File: src/rtl/alu_mc.sv
// alu_mc: multi-cycle ALU with valid/ready handshakes on both sides.
// Single-cycle ops (add/sub/eq/and/or/slt) finish the clock after accept.
// MUL is an iterative shift-add that always runs WIDTH iterations.
module alu_mc #(
  parameter int WIDTH = 32,
  parameter int OPW   = 3
) (
  input  logic             clk,
  input  logic             rst,
  input  logic             in_valid,
  output logic             in_ready,
  input  logic [WIDTH-1:0] a,
  input  logic [WIDTH-1:0] b,
  input  logic [WIDTH-1:0] r,
  input  logic             alusrc,
  input  logic [OPW-1:0]   alucontrol,
  output logic             out_valid,
  input  logic             out_ready,
  output logic [WIDTH-1:0] c,
  output logic             zero,
  output logic             ovf,
  output logic             illegal
);
  localparam int CW = $clog2(WIDTH);

  localparam logic [OPW-1:0] OP_SUB = OPW'(0);
  localparam logic [OPW-1:0] OP_ADD = OPW'(1);
  localparam logic [OPW-1:0] OP_EQ  = OPW'(2);
  localparam logic [OPW-1:0] OP_AND = OPW'(3);
  localparam logic [OPW-1:0] OP_OR  = OPW'(4);
  localparam logic [OPW-1:0] OP_SLT = OPW'(5);
  localparam logic [OPW-1:0] OP_MUL = OPW'(6);

  typedef enum logic [1:0] {IDLE, MULS, DONE} state_t;

  typedef struct packed {
    logic [WIDTH-1:0] c;
    logic             zero;
    logic             ovf;
    logic             illegal;
  } res_t;

  state_t           state;
  res_t             res, out_q;
  logic [WIDTH-1:0] bsel, sum, diff;
  logic [WIDTH-1:0] ma, mb, acc, acc_nxt;
  logic [CW-1:0]    cnt;

  assign bsel    = alusrc ? r : b;
  assign sum     = a + bsel;
  assign diff    = a - bsel;
  // one shift-add step: multiplicand shifts up, multiplier shifts down
  assign acc_nxt = acc + (mb[0] ? ma : '0);

  assign in_ready  = (state == IDLE);
  assign out_valid = (state == DONE);
  assign c         = out_q.c;
  assign zero      = out_q.zero;
  assign ovf       = out_q.ovf;
  assign illegal   = out_q.illegal;

  // single-cycle result for everything except MUL (handled iteratively)
  always_comb begin
    res = '0;
    case (alucontrol)
      OP_SUB: begin
        res.c   = diff;
        res.ovf = (a[WIDTH-1] != bsel[WIDTH-1]) && (diff[WIDTH-1] != a[WIDTH-1]);
      end
      OP_ADD: begin
        res.c   = sum;
        res.ovf = (a[WIDTH-1] == bsel[WIDTH-1]) && (sum[WIDTH-1] != a[WIDTH-1]);
      end
      OP_EQ:  res.c = '0;
      OP_AND: res.c = a & bsel;
      OP_OR:  res.c = a | bsel;
      OP_SLT: res.c = {{(WIDTH-1){1'b0}}, ($signed(a) < $signed(bsel))};
      OP_MUL: res.c = '0;
      default: res.illegal = 1'b1;
    endcase
    if (alucontrol == OP_EQ) res.zero = (a == bsel);
    else                     res.zero = !res.illegal && (res.c == '0);
  end

  // control FSM, multiplier datapath and held result registers
  always_ff @(posedge clk or posedge rst) begin
    if (rst) begin
      state <= IDLE;
      out_q <= '0;
      ma    <= '0;
      mb    <= '0;
      acc   <= '0;
      cnt   <= '0;
    end else begin
      case (state)
        IDLE: if (in_valid) begin
          if (alucontrol == OP_MUL) begin
            ma    <= a;
            mb    <= bsel;
            acc   <= '0;
            cnt   <= '0;
            state <= MULS;
          end else begin
            out_q <= res;
            state <= DONE;
          end
        end
        MULS: begin
          acc <= acc_nxt;
          ma  <= ma << 1;
          mb  <= mb >> 1;
          cnt <= cnt + CW'(1);
          if (cnt == CW'(WIDTH-1)) begin
            out_q.c       <= acc_nxt;
            out_q.zero    <= (acc_nxt == '0);
            out_q.ovf     <= 1'b0;
            out_q.illegal <= 1'b0;
            state         <= DONE;
          end
        end
        DONE: if (out_ready) state <= IDLE;
        default: state <= IDLE;
      endcase
    end
  end
endmodule

File: config.mk
export PLATFORM = sky130hd
export DESIGN_NAME = alu_mc
export DESIGN_NICKNAME = d
export VERILOG_FILES = /design/src/rtl/alu_mc.sv
export SDC_FILE = /design/constraint.sdc
export NUM_CORES = 1
export LEC_CHECK = 0
export CAP_MARGIN = 10
export CELL_PAD_IN_SITES_DETAIL_PLACEMENT = 0
export CELL_PAD_IN_SITES_GLOBAL_PLACEMENT = 1
export CORE_AREA = 2 2 180 199
export DETAILED_ROUTE_END_ITERATION = 10
export DIE_AREA = 0 0 182 201
export GPL_TIMING_DRIVEN = 0
export PLACE_DENSITY = 0.84
export SYNTH_ARGS = -nofsm -noshare
export SYNTH_HDL_FRONTEND = slang
export SYNTH_SLANG_ARGS = --single-unit
File: constraint.sdc
create_clock -name clk -period 5 [get_ports clk]
set_input_delay 0.5 -clock clk [delete_from_list [all_inputs] [get_ports clk]]
set_output_delay 0.5 -clock clk [all_outputs]
set_load 0.1 [all_outputs]
==> run summary <==
Period minus WS final -> 4.81 ns
Worst Setup Slack post-DPL -> -1.15 ns
Final worst-path cycle share -> 0.962
Deepest clock path buffer count -> 2
CTS root buf -> clkbuf_16
Max incr delay on CP -> 0.69 ns
Seq cells post-synth -> 138
Worst Path Class, Setup -> in2reg
Worst path bufs/invs -> 3
Pwr Density -> 485 nW/um^2
Top FF cell, synth -> dfrtp_1
Synthesized Nets -> 1998
DP Area -> 15600 um^2
# IOs -> 141
Routed wire length -> 52500 um
Endpoint kind of the worst setup timing path -> flip-flop
Non-Filler Instances -> 2369
Die Wd -> 182 um
H-tree Lvls -> 4
DRC -> 0
Via count -> 13900
Cell area after layout -> 16400 um^2
Post-synthesis async set-or-reset flop share -> 1.00
Worst Path Arrival -> 5.19 ns
GP Congestion -> 0.945
P&R area growth vs syn -> 20.1%
Clock Latency Late Sink -> 0.45 ns
Cell count after synthesis -> 1750
CP delay by family, top -> compound AO/OA/AOI/OAI gates
HP Class -> reg2reg
Slowest CP cell -> or4_1
Most common cell after layout, fill and taps aside -> nand2_1
Largest net degree at the start of global routing -> 81
Die area -> 36600 um^2
# hold bufs at CTS -> 0
Inst Count DP -> 2334
First-pass GRT wire length -> 80300 um
CTS clk-pin slew, worst paths -> 0.07 ns
Setup violators final -> 0
VDD IR max -> 328 uV
Core box area -> 34800 um^2
Max_slew headroom -> 0.319
Netlist cell types -> 88
Post-route ant nets -> 0
Final nets -> 2159
Slew Limit Fails -> 0
Final HPWL DP -> 41800 um
Vias in the first global route -> 13500
Commonest cells after routing, fill and taps aside -> nand2_1, o21ai_0, ha_1
Port bufs -> 138
1st-iter DRT viols -> 1212
Sequential share of the synthesized area -> 0.253
1st-pass router iterations -> 5
Layout cell share with drive strength beyond 1 -> 0.0504
Post-Syn Area -> 13700 um^2
CP Max Fanout -> 3
TritonCTS clock tree -> yes
Setup ws final -> 0.190 ns
Filler cells -> 3518
CP Data Required Time -> 5.38 ns
Max-cap violations -> 0
Total gr overflow -> 0
CTS buffer count -> 17
Leakage power -> 7.14 nW
Initial antenna violation count -> 2
Clock sink total -> 138
Fin Hold WS -> 0.473 ns
Final Hold Fails -> 0
Max Fclk -> 208 MHz
Status -> completed
WL/cell -> 22.2 um
Unrepaired setup endpoints after global routing -> false
Post-synth EDFFs -> 0
Initial Util -> 0.393
Via density per instance -> 5.88
Final Core Density -> 0.472
# rows -> 72
Crit path launch type -> primary input
Overall Global Routing Usage -> 0.287
Setup Skew -> 0.0118 ns
Die H -> 201 um
Yosys warns -> 0
Cell Chain, Critical Path -> clkdlybuf4s50_1 > mux2i_1 > inv_1 > ha_1 > inv_1 > fa_1 > nor3b_1 > o31ai_1 > a31oi_2 > o41ai_4 > o21ai_1 > mux2i_1 > o211ai_1 > or4_1 > nor4_2 > nand4_1 > o21ai_1
Worst-margin pin slew -> 1.02 ns
Syn Area/Cell -> 7.80 um^2
cell usage after synthesis, drive strengths merged (12+ instances only):
master    n  area share
a211oi   19       0.011
xnor2    37       0.024
nand2   220       0.060
xor2     22       0.014
dfrtp   138        0.25
mux2i    74       0.054
and2     37       0.017
o21bai   12      0.0066
nand2b   17      0.0078
and3     12      0.0056
nand4    17      0.0078
nor3     35       0.013
o221ai   14      0.0094
inv     109       0.030
clkbuf   81       0.022
ha      141        0.13
buf      22      0.0077
a31oi    18      0.0082
o31ai    18       0.010
nor2b    13      0.0060
a21o     30       0.016
nor4     15      0.0078
nand3    29       0.011
a21oi   116       0.043
o211ai   23       0.013
a22o     16       0.010
or3      13      0.0067
o21ai   188       0.069
nor2    127       0.035
area by class of cell:
class,instances,area (um^2),share of cell area
Multi-Input combinational cell,1399,9480,0.578
Timing Repair Buffer,142,1440,0.0877
Clock inverter,13,193,0.0118
Inverter,110,418,0.0255
Clock buffer,19,443,0.0270
Buffer,103,418,0.0255
Sequential cell,138,3450,0.211
Tap cell,444,556,0.0339
Antenna cell,1,2.50,0.000153
worst paths after layout:
kind                                     startpoint  slack, ns  depth (start not counted)                   end
worst max register to register    mb[0]$_DFFE_PP0P_       0.27                         15      zero$_DFFE_PP0P_
worst min register to register  illegal$_DFFE_PP0P_       0.47                          2   illegal$_DFFE_PP0P_
max in group asynchronous                       rst       3.63                          3  state[1]$_DFFE_PP0P_
min in group asynchronous                       rst       0.57                          2    ma[10]$_DFFE_PP0P_
worst min-delay path            illegal$_DFFE_PP0P_       0.47                          2   illegal$_DFFE_PP0P_
worst max-delay path                           r[0]       0.19                         17      zero$_DFFE_PP0P_
power breakdown:
| group | switching (mW) | internal [mW] |
|---|---|---|
| Sequential | 0.333 | 1.63 |
| Clock | 0.569 | 0.854 |
| Combinational | 3.09 | 1.48 |
flip-flops by register name (all words and copies together), names as in the netlist:
name,cells
ma,32
illegal,1
ovf,1
zero,1
mb,32
cnt,5
acc,32
state,2
c,32
through the flow:
stage	setup TNS [ns]	total power [mW]
2_1_floorplan	0	5.21
3_3_place_gp	-220.25	6.40
3_5_place_dp	-13.57	6.46
4_1_cts	0	7.92
5_1_grt	0	8.45
6_report	0	7.95
what timing repair did:
| item | CTS | global route |
|---|---|---|
| setup endpoints to repair | 15 | 5 |
| resized for setup | 9 | 18 |
| buffers inserted | 0 | 2 |
| pin swaps | 1 | 1 |
metal layers:
metal	track usage	wire [um]	up-vias
li1	-	-	6591
met1	0.381	23100	6780
met2	0.488	25200	491
met3	0.0337	2800	70
met4	0.0899	1430	0
met5	0	0	-
cell families after synthesis:
family                     Yosys count  synth area share
AOI/OAI and AO/OA                  547             0.261
xor gates and xnor gates            59            0.0378
adders and majority gates          144             0.134
buffers and inverters              213            0.0602
DFF                                138             0.253
muxes                               75            0.0551
and+or+nand+nor                    574             0.200
tightest hold or removal path, stage by stage (launching register included):
cell	delay, ns
dfrtp_1	0.35
nand2_1	0.05
nand2_1	0.04
(Power assumes the default switching activity.)
